### src/rtl/seq_add_sub_pkg.sv
// Shared types and constants for the slice-serial adder/subtractor.
// Holds the controller state encoding, the mode values and the slice-index width helper.
package seq_add_sub_pkg;

  typedef enum logic [1:0] {
    IDLE = 2'd0,
    RUN  = 2'd1,
    DONE = 2'd2
  } state_t;

  localparam logic MODE_ADD = 1'b0;
  localparam logic MODE_SUB = 1'b1;

  // Slice index needs at least one bit even when there is only one slice.
  function automatic int idx_width(input int n);
    return (n > 1) ? $clog2(n) : 1;
  endfunction

endpackage

### src/rtl/seq_add_sub_if.sv
// Request/result handshake bundle for seq_add_sub.
// The master side issues operands and accepts results; the slave side is the arithmetic block.
interface seq_add_sub_if #(
  parameter int WIDTH = 32
);
  logic             iValid;
  logic             oReady;
  logic [WIDTH-1:0] iA;
  logic [WIDTH-1:0] iB;
  logic             iC;
  logic             iSub;
  logic             oValid;
  logic             iReady;
  logic [WIDTH-1:0] oSum;
  logic             oCarry;
  logic             oOverflow;
  logic             oZero;
  logic             oNeg;

  modport master (
    output iValid, iA, iB, iC, iSub, iReady,
    input  oReady, oValid, oSum, oCarry, oOverflow, oZero, oNeg
  );

  modport slave (
    input  iValid, iA, iB, iC, iSub, iReady,
    output oReady, oValid, oSum, oCarry, oOverflow, oZero, oNeg
  );
endinterface

### src/rtl/seq_add_sub_slice_adder.sv
// Combinational SLICE-bit ripple-carry adder, time-multiplexed across the operand by seq_add_sub.
module slice_adder #(
  parameter int SLICE = 8
) (
  input  logic [SLICE-1:0] iA,
  input  logic [SLICE-1:0] iB,
  input  logic             iC,
  output logic [SLICE-1:0] oSum,
  output logic             oCarry
);

  logic [SLICE:0] carry;

  assign carry[0] = iC;

  generate
    for (genvar gi = 0; gi < SLICE; gi++) begin : g_fa
      assign oSum[gi]      = iA[gi] ^ iB[gi] ^ carry[gi];
      assign carry[gi + 1] = (iA[gi] & iB[gi]) | (carry[gi] & (iA[gi] ^ iB[gi]));
    end
  endgenerate

  assign oCarry = carry[SLICE];

endmodule

### src/rtl/seq_add_sub.sv
// Multi-cycle adder/subtractor: one SLICE-bit slice per clock with a registered carry,
// behind a valid/ready handshake, producing sum, carry, overflow, zero and negative flags.
module seq_add_sub
  import seq_add_sub_pkg::*;
#(
  parameter int WIDTH = 32,
  parameter int SLICE = 8
) (
  input  logic          iClk,
  input  logic          iRst_n,
  seq_add_sub_if.slave  bus
);

  localparam int NSLICE = WIDTH / SLICE;
  localparam int KW     = idx_width(NSLICE);

  state_t           state_reg, state_next;
  logic [KW-1:0]    k_reg;
  logic [WIDTH-1:0] a_reg;
  logic [WIDTH-1:0] b_reg;
  logic [WIDTH-1:0] res_reg;
  logic             carry_reg;
  logic [WIDTH-1:0] sum_reg;
  logic             out_carry_reg;
  logic             ovf_reg;
  logic             zero_reg;
  logic             neg_reg;

  logic [SLICE-1:0] slice_sum;
  logic             slice_carry;
  logic [WIDTH-1:0] full_sum;
  logic             last_slice;
  logic             ready;
  logic             valid;

  // Operands shift right each slice, so the active slice is always the low bits.
  slice_adder #(.SLICE(SLICE)) u_slice (
    .iA     (a_reg[SLICE-1:0]),
    .iB     (b_reg[SLICE-1:0]),
    .iC     (carry_reg),
    .oSum   (slice_sum),
    .oCarry (slice_carry)
  );

  // Result fills from the top; after the last slice it holds the whole word.
  generate
    if (NSLICE == 1) begin : g_one
      assign full_sum = slice_sum;
    end else begin : g_many
      assign full_sum = {slice_sum, res_reg[WIDTH-1:SLICE]};
    end
  endgenerate

  assign last_slice = (k_reg == KW'(NSLICE - 1));

  always_ff @(posedge iClk) begin
    if (!iRst_n) begin
      state_reg <= IDLE;
    end else begin
      state_reg <= state_next;
    end
  end

  always_comb begin
    state_next = state_reg;
    ready      = 1'b0;
    valid      = 1'b0;
    case (state_reg)
      IDLE: begin
        ready = 1'b1;
        if (bus.iValid) state_next = RUN;
      end
      RUN: begin
        if (last_slice) state_next = DONE;
      end
      DONE: begin
        valid = 1'b1;
        if (bus.iReady) state_next = IDLE;
      end
      default: state_next = IDLE;
    endcase
  end

  always_ff @(posedge iClk) begin
    if (!iRst_n) begin
      k_reg         <= '0;
      a_reg         <= '0;
      b_reg         <= '0;
      res_reg       <= '0;
      carry_reg     <= 1'b0;
      sum_reg       <= '0;
      out_carry_reg <= 1'b0;
      ovf_reg       <= 1'b0;
      zero_reg      <= 1'b0;
      neg_reg       <= 1'b0;
    end else begin
      if (state_reg == IDLE && bus.iValid) begin
        // Subtraction is A + ~B + ~borrow_in, i.e. A - B - iC.
        a_reg     <= bus.iA;
        b_reg     <= (bus.iSub == MODE_SUB) ? ~bus.iB : bus.iB;
        carry_reg <= (bus.iSub == MODE_SUB) ? ~bus.iC : bus.iC;
        k_reg     <= '0;
      end else if (state_reg == RUN) begin
        a_reg     <= a_reg >> SLICE;
        b_reg     <= b_reg >> SLICE;
        res_reg   <= full_sum;
        carry_reg <= slice_carry;
        if (!last_slice) begin
          k_reg <= k_reg + KW'(1);
        end else begin
          // The last slice carries the MSBs of A and B', so overflow is judged here.
          sum_reg       <= full_sum;
          out_carry_reg <= slice_carry;
          ovf_reg       <= (a_reg[SLICE-1] == b_reg[SLICE-1]) &&
                           (full_sum[WIDTH-1] != a_reg[SLICE-1]);
          zero_reg      <= (full_sum == '0);
          neg_reg       <= full_sum[WIDTH-1];
        end
      end
    end
  end

  assign bus.oReady    = ready;
  assign bus.oValid    = valid;
  assign bus.oSum      = sum_reg;
  assign bus.oCarry    = out_carry_reg;
  assign bus.oOverflow = ovf_reg;
  assign bus.oZero     = zero_reg;
  assign bus.oNeg      = neg_reg;

endmodule

### src/flat_wrapper.sv
// flat-port wrapper written by rule: the top's interface ports become plain ports
module seq_add_sub_flat import seq_add_sub_pkg::*;
#(
  parameter int WIDTH = 32,
  parameter int SLICE = 8
)
  (iClk, iRst_n, bus_iValid, bus_iA, bus_iB, bus_iC, bus_iSub, bus_iReady, bus_oReady, bus_oValid, bus_oSum, bus_oCarry, bus_oOverflow, bus_oZero, bus_oNeg);
  seq_add_sub_if #(.WIDTH(WIDTH)) bus_i ();
  input  logic iClk;
  input  logic iRst_n;
  input wire logic [$bits(bus_i.iValid)-1:0] bus_iValid;
  input wire logic [$bits(bus_i.iA)-1:0] bus_iA;
  input wire logic [$bits(bus_i.iB)-1:0] bus_iB;
  input wire logic [$bits(bus_i.iC)-1:0] bus_iC;
  input wire logic [$bits(bus_i.iSub)-1:0] bus_iSub;
  input wire logic [$bits(bus_i.iReady)-1:0] bus_iReady;
  output wire logic [$bits(bus_i.oReady)-1:0] bus_oReady;
  output wire logic [$bits(bus_i.oValid)-1:0] bus_oValid;
  output wire logic [$bits(bus_i.oSum)-1:0] bus_oSum;
  output wire logic [$bits(bus_i.oCarry)-1:0] bus_oCarry;
  output wire logic [$bits(bus_i.oOverflow)-1:0] bus_oOverflow;
  output wire logic [$bits(bus_i.oZero)-1:0] bus_oZero;
  output wire logic [$bits(bus_i.oNeg)-1:0] bus_oNeg;
  assign bus_i.iValid = bus_iValid;
  assign bus_i.iA = bus_iA;
  assign bus_i.iB = bus_iB;
  assign bus_i.iC = bus_iC;
  assign bus_i.iSub = bus_iSub;
  assign bus_i.iReady = bus_iReady;
  assign bus_oReady = bus_i.oReady;
  assign bus_oValid = bus_i.oValid;
  assign bus_oSum = bus_i.oSum;
  assign bus_oCarry = bus_i.oCarry;
  assign bus_oOverflow = bus_i.oOverflow;
  assign bus_oZero = bus_i.oZero;
  assign bus_oNeg = bus_i.oNeg;
  seq_add_sub #(.WIDTH(WIDTH), .SLICE(SLICE)) u_core (.iClk(iClk), .iRst_n(iRst_n), .bus(bus_i));
endmodule
### config.mk
export PLATFORM = sky130hd
export DESIGN_NAME = seq_add_sub_flat
export DESIGN_NICKNAME = d
export VERILOG_FILES = /design/src/rtl/seq_add_sub_pkg.sv /design/src/rtl/seq_add_sub_if.sv /design/src/rtl/seq_add_sub_slice_adder.sv /design/src/rtl/seq_add_sub.sv /design/src/flat_wrapper.sv
export SDC_FILE = /design/constraint.sdc
export NUM_CORES = 1
export LEC_CHECK = 0
export CAP_MARGIN = 20
export CORE_MARGIN = 2
export CORE_UTILIZATION = 46
export DETAILED_ROUTE_END_ITERATION = 12
export PLACE_DENSITY = 0.75
export SYNTH_ARGS = -nofsm -noshare
export SYNTH_HDL_FRONTEND = slang
export SYNTH_HIERARCHICAL = 1
export SYNTH_SLANG_ARGS = --single-unit
### constraint.sdc
create_clock -name iClk -period 4.3 [get_ports iClk]
set_input_delay 1.075 -clock iClk [delete_from_list [all_inputs] [get_ports iClk]]
set_output_delay 1.075 -clock iClk [all_outputs]
set_load 0.05 [all_outputs]
After elaboration in Yosys (flattened, before gate mapping)
Index checks and enable logic that the tools add are counted.
{"block": "word_totals", "ff_bits": 137, "in_bits": 70, "out_inout_bits": 38}
{"block": "op_classes", "n_addsub": 1, "n_eq_ne": 8, "n_mux": 14, "n_bitwise": 45, "reduce_logical": 10}
{"cell": "32-bit 2-to-1 mux", "n": 5}
{"cell": "32-bit logical NOT", "n": 1}
{"cell": "32-bit NOT", "n": 1}
{"cell": "1-bit AND", "n": 16}
{"cell": "1-bit XOR", "n": 16}
{"cell": "1-bit OR", "n": 8}
{"cell": "2-bit 2-to-1 mux", "n": 3}
{"cell": "2-bit case mux with 3 select lines", "n": 1}
{"cell": "3-bit AND reduction", "n": 2}
{"cell": "1-bit 2-to-1 mux", "n": 5}
{"cell": "2-bit equality test, second input constant", "n": 2}
{"cell": "2-bit != test, second input constant", "n": 2}
{"cell": "1-bit NOT", "n": 4}
{"cell": "2-bit AND reduction", "n": 2}
{"cell": "2-bit by 1-bit adder with 2-bit output, second input constant", "n": 1}
{"cell": "2-bit by 1-bit equality test with 1-bit output, second input constant", "n": 1}
{"cell": "1-bit logical AND", "n": 2}
{"cell": "2-bit logical NOT", "n": 1}
{"cell": "2-bit by 1-bit != test with 1-bit output, second input constant", "n": 1}
{"cell": "2-bit nonzero test", "n": 1}
{"cell": "2-bit OR reduction", "n": 1}
{"cell": "1-bit equality test", "n": 1}
{"cell": "1-bit != test", "n": 1}

Depth between registers and ports, before layout
Gate-level depths: netlist of the first run.
{"block": "depth", "word_depth": 19, "depth_mapped": 16, "depth_no_buf": 16}

Hierarchy
The synthesis of the first run kept the hierarchy.
{"mod": "seq_add_sub", "n_inst": 1, "cells_per_inst": 617, "area_per_inst_um2": 5360.1}
{"mod": "slice_adder", "n_inst": 1, "cells_per_inst": 18, "area_per_inst_um2": 197.7}

Worst setup path after synthesis of the first run
No wires, ideal clock.
{"block": "synth_timing", "kind": "flip-flop to flip-flop", "start": "reg u_core.a_reg[0]", "end": "reg u_core.zero_reg (netlist: u_core/bus.oZero)", "setup_time_ns": 0.084, "arrival_time_ns": 4.113, "required_ns": 4.216, "slack_ns": 0.103, "stages_incl_launch_ff": 17, "n_path_buf": 0, "period_less_slack_ns": 4.197, "cell_sequence": "dfxtp_1 > fa_1 > inv_1 > fa_1 > inv_1 > fa_1 > fa_1 > fa_1 > fa_1 > fa_1 > inv_1 > fa_1 > inv_1 > nor4b_1 > nand4_1 > or4_1 > o31ai_2"}
{"block": "synth_via", "elab_chain_cells": 17}
{"element": "start, declared", "line_no": "seq_add_sub.sv:19", "text": "logic [WIDTH-1:0] a_reg;"}
{"element": "start signal, assigned", "line_no": "seq_add_sub.sv:99", "text": "a_reg <= bus.iA;"}
{"element": "start signal, assigned", "line_no": "seq_add_sub.sv:104", "text": "a_reg <= a_reg >> SLICE;"}
{"element": "1-bit XOR", "line_no": "seq_add_sub_slice_adder.sv:19", "text": "assign carry[gi + 1] = (iA[gi] & iB[gi]) | (carry[gi] & (iA[gi] ^ iB[gi]));"}
{"element": "1-bit AND", "line_no": "seq_add_sub_slice_adder.sv:19"}
{"element": "1-bit OR *", "line_no": "seq_add_sub_slice_adder.sv:19"}
{"element": "1-bit AND *", "line_no": "seq_add_sub_slice_adder.sv:19"}
{"element": "1-bit OR *", "line_no": "seq_add_sub_slice_adder.sv:19"}
{"element": "1-bit AND *", "line_no": "seq_add_sub_slice_adder.sv:19"}
{"element": "1-bit OR *", "line_no": "seq_add_sub_slice_adder.sv:19"}
{"element": "1-bit AND *", "line_no": "seq_add_sub_slice_adder.sv:19"}
{"element": "(+2 left out)"}
{"element": "1-bit OR *", "line_no": "seq_add_sub_slice_adder.sv:19"}
{"element": "1-bit AND *", "line_no": "seq_add_sub_slice_adder.sv:19"}
{"element": "1-bit OR *", "line_no": "seq_add_sub_slice_adder.sv:19"}
{"element": "1-bit AND *", "line_no": "seq_add_sub_slice_adder.sv:19"}
{"element": "1-bit OR *", "line_no": "seq_add_sub_slice_adder.sv:19"}
{"element": "1-bit XOR *", "line_no": "seq_add_sub_slice_adder.sv:18", "text": "assign oSum[gi] = iA[gi] ^ iB[gi] ^ carry[gi];"}
{"element": "net u_core.slice_sum[7]", "line_no": "seq_add_sub.sv:29", "text": "logic [SLICE-1:0] slice_sum;"}
{"element": "32-bit logical NOT *", "line_no": "seq_add_sub.sv:116", "text": "zero_reg <= (full_sum == '0);"}
{"element": "end signal, assigned", "line_no": "seq_add_sub.sv:116"}
{"element": "end, declared", "line_no": "seq_add_sub.sv:26", "text": "logic zero_reg;"}
The timed path passes the listed nets; every way through them passes the cells marked *.
A chain may end at the register's enable or synchronous reset.

Worst setup path in the final report of the first run
Same ends and word-level chain as after synthesis.

==> results.json, run 1 <==
{
  "cp-start-kind": "flop",
  "cts_made_buffers": 17,
  "first_pass_iters": 5,
  "multiInputGateArea_um2": 2760,
  "syn_nets": 714,
  "worst-path-max-fanout": 2,
  "die_h_um": 114,
  "postCtsSetupRepairBufs": 0,
  "initial_core_util_pct": 46.7,
  "dieArea_um2": 13000,
  "holdWs_ns": 0.465,
  "grt_first_pass_wirelength_mm": 21.3,
  "yosysWarnings": 6,
  "arrival_ns": 4.43,
  "fin_tns_setup_ns": 0,
  "finalCritPeriodShare_pct": 95.5,
  "crit_required_ns": 4.62,
  "max-vdd-ir-drop_uv": 263,
  "max-clock-path-buffers": 2,
  "p_per_area_nw_per_um2": 403,
  "gp_congestion": 0.829,
  "drtAntennaViolNets": 0,
  "io-pin-count": 108,
  "critical_path_class": "flop to flop",
  "clock_skew_ns": 0.0102,
  "clkTransAtPathRegs_ns": 0.06,
  "cts_tree": "built",
  "p_leak_uw": 0.00256,
  "drt_iter0_markers": 278,
  "syn2layout_area_growth_pct": 30.1,
  "antenna_found_initial": 0,
  "finalHoldViolations": 0,
  "final_nets": 795,
  "synth_cells": 635,
  "row_count": 40,
  "status": "completed",
  "dpl_worst_slack_ns": -0.152,
  "tightest_slew_ns": 1.09,
  "grt_pass1_vias": 4558,
  "fillers": 1038,
  "final_util_pct": 60.7,
  "drc": 0,
  "synthTopCellsByArea": "dfxtp_1 46%, a21boi_0 16%, nand2_1 12%, a22oi_1 6.6%, xor2_1 5.2%",
  "seq_area_frac_synth_pct": 46.1,
  "synth_cell_types": 32,
  "clockRootBuffer": "clkbuf_16",
  "die_w_um": 114,
  "synth_area_per_cell_um2": 8.75,
  "drv_slew": 0,
  "clk_latency_ns": 0.41,
  "fmax_mhz": 244,
  "setup_slack_ns": 0.195,
  "groute.usage.overall_pct": 20.5,
  "rsz0062_at_grt": "false",
  "htreeDepth": 4,
  "routed_wl_mm": 12.9,
  "n_antenna_cell": 0,
  "design.core.area_um2": 11900,
  "grt_max_degree": 128,
  "wl_per_cell_um": 14.8,
  "hold_path.class": "flop to flop",
  "ys_seq_elements": 128,
  "dpl.hpwl_mm": 8.59,
  "io_buffers": 107,
  "fin_crit_ns": 4.10,
  "synth_top_area_share_pct": 46.1,
  "cp-end-kind": "flop",
  "via_per_inst": 5.26,
  "clkSinkCount": 128,
  "synth_top_area_cell": "dfxtp_1",
  "synth_area_um2": 5560,
  "cap_violations": 0,
  "vias": 4607,
  "grt_overflow": 0,
  "seqCellArea_um2": 2560,
  "hold_buffers": 0,
  "slew_headroom_pct": 27.3,
  "drive_gt1_share_pct": 7.00,
  "setup_violations": 0
}
## through the flow
step	power, µW	area (µm²)	std cells
after floorplan	1500	5560	635
after global placement	1610	6620	842
after detailed placement	1630	6640	843
after CTS	2920	7200	875
after global routing	3030	7230	876
final	2910	7230	876
## final cells by class
cell class                 count  share of cell area [%]
multi-input combinational    445                    38.2
sequential                   128                    35.5
timing repair buffer         114                    15.8
clock buffer                  21                    6.23
tap                          147                    2.54
clock inverter                11                    1.26
inverter                      10                   0.519
## what timing repair did
item / in CTS / in global routing
gates resized for setup: 5 / 4
endpoints found under the setup margin: 1 / 1
pin swaps: 1 / 2
## cells by family after synthesis
group	synth area share [%]
simple gates	16.5
buf+inv	4.89
compound gates	24.1
xor+xnor	5.36
fa+ha+maj	3.11
flops	46.1
## layout by cell type, fill, tap and decap left out, types with 2 or more instances in the layout
| master | netlist | final |
|---|---|---|
| a21boi_0 | 117 | 117 |
| a21boi_1 | 5 | 5 |
| a22oi_1 | 49 | 49 |
| buf_2 | 22 | 2 |
| buf_4 | 3 | 5 |
| clkbuf_1 | 26 | 3 |
| clkbuf_16 | 0 | 17 |
| clkdlybuf4s50_1 | 0 | 105 |
| clkinv_2 | 0 | 6 |
| clkinvlp_4 | 0 | 3 |
| dfxtp_1 | 128 | 128 |
| fa_1 | 8 | 3 |
| fa_2 | 0 | 5 |
| inv_1 | 10 | 8 |
| inv_2 | 0 | 2 |
| nand2_1 | 185 | 185 |
| nand3_1 | 18 | 18 |
| nor2_1 | 5 | 4 |
| nor2b_1 | 2 | 2 |
| nor4_1 | 5 | 5 |
| o21a_1 | 2 | 2 |
| xor2_1 | 33 | 33 |
## worst paths after layout
path,end,slack (ns),start,cells past startpoint
hold reg to reg,u_core/b_reg[14]$_SDFFE_PN0P_,0.47,u_core/b_reg[14]$_SDFFE_PN0P_,2
hold / removal,u_core/b_reg[14]$_SDFFE_PN0P_,0.47,u_core/b_reg[14]$_SDFFE_PN0P_,2
setup reg to reg,u_core/bus.oZero$_SDFFE_PN0P_,0.20,u_core/a_reg[0]$_SDFFE_PN0P_,16
setup / recovery,u_core/bus.oZero$_SDFFE_PN0P_,0.20,u_core/a_reg[0]$_SDFFE_PN0P_,16
## worst max-delay path, cell delays in order, from the launching register on
cell and delay (ns):
dfxtp_1 0.32, fa_1 0.43, inv_2 0.07, fa_1 0.15
inv_1 0.05, fa_2 0.34, fa_2 0.36, fa_2 0.35
fa_2 0.35, fa_2 0.34, inv_2 0.06, fa_1 0.15
inv_1 0.06, nor4b_2 0.19, nand4_1 0.12, or4_4 0.50
o31ai_2 0.18
## where the power goes
group	leakage, µW	internal (µW)	switching (µW)	total [µW]
clock	0.000262	803	500	1300
combinational	0.00126	153	175	329
sequential	0.00104	1240	38.5	1280
## metal layers
layer  global-route usage (%)  wire length, µm
met1                     24.8             5710
met5                        0                0
met2                     35.0             6390
met3                     5.15              634
met4                     7.56              200
## Yosys cell counts, drive strengths merged
cell type and instances:
a21boi 122, xor2 33, inv 10, nor4b 1, nand3 18, and2 1
nor3b 1, nor4 5, nand2b 1, o21ai 1, nor2b 2, o211a 1
buf 26, a21oi 1, fa 8, or4 2, o211ai 1, clkbuf 26
xnor2 1, nand4 1, o21a 2, and2b 1, nor3 1, o31ai 1
nor2 5, ha 1, nand2 185, a22oi 49, dfxtp 128
(Power assumes the default switching activity.)
==> run 2, diff against run 1 <==
Settings changed: CORE_MARGIN 2 to 4.
==> run 2 against run 1 <==
Compared with the run above: cell count decreased by 0.34%; wire length decreased by 1.7%; via count increased by 0.22%; critical path depth unchanged; first-iteration DRC count increased by 17%; sequential share of layout area decreased by 0.13 points; core utilization increased by 1.8 points; combinational power about the same; cell area increased by 0.38%; largest cell class unchanged; largest power group unchanged.
==> results.json, run 2 (synthesis results as in run 1) <==
{
  "drive_gt1_share_pct": 6.58,
  "design.core.area_um2": 11600,
  "cp-start-kind": "flop",
  "dpl.hpwl_mm": 8.67,
  "critical_path_class": "flop to flop",
  "cp_cell_sequence": "fa_1, inv_1, fa_1, inv_1, fa_2, fa_2, fa_2, fa_2, fa_1, inv_1, fa_1, inv_1, nor4b_2, nand4_1, or4_4, o31ai_2",
  "final_common_cell": "nand2_1",
  "worst-path-max-fanout": 2,
  "p_leak_uw": 0.00258,
  "final_util_pct": 62.5,
  "clockRootBuffer": "clkbuf_16",
  "most-common-layout-cells": "185 x nand2_1, 128 x dfxtp_1, 117 x a21boi_0",
  "grt_max_degree": 128,
  "initial_core_util_pct": 47.9,
  "clock_skew_ns": 0.00923,
  "drt_iter0_markers": 324,
  "finalHoldViolations": 0,
  "fin_tns_setup_ns": 0,
  "fin_crit_ns": 4.11,
  "antenna_found_initial": 0,
  "tightest_slew_ns": 1.02,
  "dieArea_um2": 13900,
  "cp-end-kind": "flop",
  "max-clock-path-buffers": 2,
  "fmax_mhz": 243,
  "slew_headroom_pct": 31.8,
  "fillers": 1006,
  "grt_pass1_vias": 4496,
  "critPathTopFamily": "adder cells",
  "grt_overflow": 0,
  "arrival_ns": 4.43,
  "groute.usage.overall_pct": 18.3,
  "drtAntennaViolNets": 0,
  "row_count": 39,
  "slowest_delay_ns": 0.43,
  "vias": 4617,
  "setup_violations": 0,
  "holdWs_ns": 0.463,
  "critPathBufInv": 4,
  "via_per_inst": 5.29,
  "cts_tree": "built",
  "rsz0062_at_grt": "false",
  "grt_first_pass_wirelength_mm": 20.9,
  "cts_made_buffers": 17,
  "drc": 0,
  "max-vdd-ir-drop_uv": 263,
  "die_w_um": 118,
  "syn2layout_area_growth_pct": 30.5,
  "status": "completed",
  "seqCellArea_um2": 2560,
  "cap_violations": 0,
  "htreeDepth": 4,
  "first_pass_iters": 5,
  "final_nets": 796,
  "clkSinkCount": 128,
  "io-pin-count": 108,
  "clkTransAtPathRegs_ns": 0.05,
  "multiInputGateArea_um2": 2760,
  "finalCritPeriodShare_pct": 95.6,
  "hold_path.class": "flop to flop",
  "gp_congestion": 0.846,
  "wl_per_cell_um": 14.6,
  "drv_slew": 0,
  "routed_wl_mm": 12.7,
  "n_antenna_cell": 0,
  "clk_latency_ns": 0.41,
  "worst_path_max_delay_cell": "or4_4",
  "die_h_um": 118,
  "io_buffers": 107,
  "crit_required_ns": 4.62,
  "p_per_area_nw_per_um2": 407
}
run 2: cell count changes in the layout (fill, tap and decap cells not counted):
cell	previous run	this run
inv_2	2	0
bufinv_16	1	2
clkinv_2	6	5
buf_16	1	2
inv_1	8	10
fa_2	5	4
buf_4	5	6
clkbuf_8	1	0
fa_1	3	4
buf_8	1	0
clkbuf_1	3	4
run 2: timing repair:
action / CTS / global route
setup buffers: 0 / 0
hold buffers: 0 / 0
resized for setup: 2 / 4
endpoints found under the setup margin: 1 / 1
pin swaps: 1 / 0
run 2: where the power goes:
part	total [µW]	leakage, µW	internal [µW]	switching [µW]
Clock	1340	0.000267	847	497
Sequential	1280	0.00104	1240	37.2
Combinational	328	0.00127	154	174
run 2: path summary, 6_finish.rpt:
check	start	to	slack, ns	cells after the start
max	u_core/a_reg[0]$_SDFFE_PN0P_	u_core/bus.oZero$_SDFFE_PN0P_	0.19	16
min	u_core/bus.oSum[13]$_SDFFE_PN0P_	u_core/bus.oSum[13]$_SDFFE_PN0P_	0.46	2
max reg2reg	u_core/a_reg[0]$_SDFFE_PN0P_	u_core/bus.oZero$_SDFFE_PN0P_	0.19	16
min reg2reg	u_core/bus.oSum[13]$_SDFFE_PN0P_	u_core/bus.oSum[13]$_SDFFE_PN0P_	0.46	2
run 2: cell type report:
cell class	count	share of cell area (%)
multi-input combinational	445	38.0
clock buffer	21	6.07
sequential	128	35.3
tap	143	2.47
inverter	10	0.517
timing repair buffer	115	16.0
clock inverter	11	1.60
run 2: stage by stage:
step	power, µW	instance area (µm²)	cells	setup slack [ns]
after floorplan	1500	5560	635	0.103
after global placement	1620	6620	839	-0.0265
after detailed placement	1630	6650	840	-0.0971
after CTS	2970	7220	872	0.0572
after global routing	3080	7260	873	0.0195
final	2950	7260	873	0.189
run 2: worst min-delay path: cells and delay by family (launching register included):
family          cells  cell delay [ns]
flops               1             0.30
compound gates      1             0.06
simple gates        1             0.04
run 2: metal layers:
metal	global-route usage, %	vias to the layer above	wire length [µm]
met3	6.54	22	664
met4	7.33	0	259
met1	21.4	2145	5560
met2	30.5	139	6230
li1	-	2311	-
met5	0	-	0
==> run 3, diff against run 2 <==
Settings changed: PLACE_DENSITY 0.75 to 0.72.
Clock period 4.3 ns to 4.55 ns, I/O delays scaled along.
==> run 3 against run 2 <==
Compared with the run above: clock power fell by 4%; sequential share of layout area grew 0.17 points; global-route usage grew 0.72 points; non-clock buffer count fell by 1; total power is 4.9% lower; clock skew increased by 0.0032 ns; sequential power fell by 5%; flip-flop and latch count did not move; cell count down 0.34%; hold slack improved by 0.00090 ns; core utilization shrank 0.29 points; combinational power down 5%.
==> results.json, run 3 (synthesis results as in run 1) <==
{
  "io-pin-count": 108,
  "postCtsSetupRepairBufs": 0,
  "cp-start-kind": "flop",
  "cp-end-kind": "flop",
  "grt_overflow": 0,
  "crit_required_ns": 4.87,
  "wl_met3_um": 573,
  "arrival_ns": 4.70,
  "swShare_pct": 23.1,
  "fmax_mhz": 229,
  "pwr-share-seq_pct": 43.1,
  "first_pass_iters": 4,
  "clkTransAtPathRegs_ns": 0.05,
  "status": "completed",
  "clkSinkCount": 128,
  "die_w_um": 118,
  "critical_path_class": "flop to flop",
  "groute.usage.overall_pct": 19.0,
  "n_antenna_cell": 0,
  "die_h_um": 118,
  "routed_wl_mm": 12.8,
  "vias": 4602,
  "max-clock-path-buffers": 2,
  "holdWs_ns": 0.464,
  "clk_latency_ns": 0.41,
  "row_count": 39,
  "fin_crit_ns": 4.38,
  "dpl.hpwl_mm": 8.70,
  "dr_wl_met2_mm": 6.51,
  "maxUsedRoutingLayer": "met4",
  "worst-path-max-fanout": 5,
  "hold_path.class": "flop to flop",
  "final_common_cell": "nand2_1",
  "cts_tree": "built",
  "finalHoldViolations": 0,
  "p_comb_share_pct": 11.1,
  "grt_max_degree": 128,
  "p_leak_uw": 0.00258,
  "clock_skew_ns": 0.0124,
  "most-common-layout-cells": "185 x nand2_1, 128 x dfxtp_1, 117 x a21boi_0",
  "wl_per_cell_um": 14.8,
  "grt_first_pass_wirelength_mm": 21.8,
  "switchingPower_uw": 648,
  "setup_violations": 0,
  "syn2layout_area_growth_pct": 29.9,
  "initial_core_util_pct": 47.9,
  "drive_gt1_share_pct": 6.05,
  "gp_congestion": 0.838,
  "finalCritPeriodShare_pct": 96.2,
  "final_nets": 795,
  "io_buffers": 107,
  "wl_met1_mm": 5.50,
  "drv_slew": 0,
  "drt_iter0_markers": 272,
  "clockRootBuffer": "clkbuf_16",
  "p_per_area_nw_per_um2": 388,
  "drc": 0,
  "p_int_uw": 2160,
  "max-vdd-ir-drop_uv": 199,
  "tightest_slew_ns": 1.02,
  "rsz0062_at_grt": "false",
  "cap_violations": 0,
  "grt_pass1_vias": 4704,
  "design.core.area_um2": 11600,
  "htreeDepth": 4,
  "via_per_inst": 5.29,
  "drtAntennaViolNets": 0,
  "dieArea_um2": 13900,
  "hold_buffers": 0,
  "cts_made_buffers": 17,
  "slew_headroom_pct": 32.0,
  "clkPwrFrac_pct": 45.8,
  "antenna_found_initial": 0,
  "fin_tns_setup_ns": 0
}
==> run 3: routing by layer <==
metal	track usage (%)	vias to the layer above
met4	7.99	0
met2	32.9	108
met5	0	-
met1	22.0	2169
met3	5.33	20
li1	-	2305
==> run 3: power groups by stage <==
| stage | clock network (µW) | registers (µW) | logic (µW) |
|---|---|---|---|
| 3_5_place_dp | 0 | 1230 | 303 |
| 2_1_floorplan | 0 | 1220 | 196 |
| 4_1_cts | 1310 | 1210 | 304 |
| 6_report | 1290 | 1210 | 311 |
| 5_1_grt | 1360 | 1210 | 348 |
| 3_3_place_gp | 0 | 1230 | 296 |
==> run 3: layout make-up <==
class                   count  area, µm²
multi-input cells         445       2750
well taps                 143        179
flip-flops and latches    128       2560
clock buffers              23        478
repair buffers            114       1130
inverters                  10       37.5
clock inverters             7       85.1
fillers                  1030       4390
==> run 3: stage by stage <==
step                      worst slack [ns]  instances  cell area, µm²  utilization, %  total power [µW]
after floorplan                      0.353        635            5560               -              1420
final                                0.175        870            7220            62.2              2800
after CTS                           0.0939        869            7190            61.9              2820
after global placement               0.210        839            6620            57.0              1530
after detailed placement             0.125        839            6620            57.0              1530
after global routing               0.00819        870            7220            62.2              2920
==> run 3: worst max-delay path, stage by stage, from the launching register on <==
cell     delay (ns)
dfxtp_1        0.32
fa_1           0.42
inv_1          0.08
fa_1           0.16
inv_1          0.05
fa_1           0.38
fa_2           0.36
fa_2           0.34
fa_1           0.38
fa_1           0.38
inv_1          0.10
fa_1           0.16
inv_1          0.09
nor4b_2        0.28
nand4_1        0.12
or4_4          0.50
o31ai_2        0.17
==> run 3: what timing repair did <==
item | 4_1_cts | 5_1_grt
resized for setup | 0 | 4
endpoints found under the hold margin | 0 | 0
endpoints found under the setup margin | 0 | 1
==> run 3: final timing paths <==
kind	from	endpoint	slack (ns)	depth (start not counted)
max	u_core/a_reg[0]$_SDFFE_PN0P_	u_core/bus.oZero$_SDFFE_PN0P_	0.17	16
min	u_core/bus.oSum[11]$_SDFFE_PN0P_	u_core/bus.oSum[11]$_SDFFE_PN0P_	0.46	2
max reg2reg	u_core/a_reg[0]$_SDFFE_PN0P_	u_core/bus.oZero$_SDFFE_PN0P_	0.17	16
min reg2reg	u_core/bus.oSum[11]$_SDFFE_PN0P_	u_core/bus.oSum[11]$_SDFFE_PN0P_	0.46	2
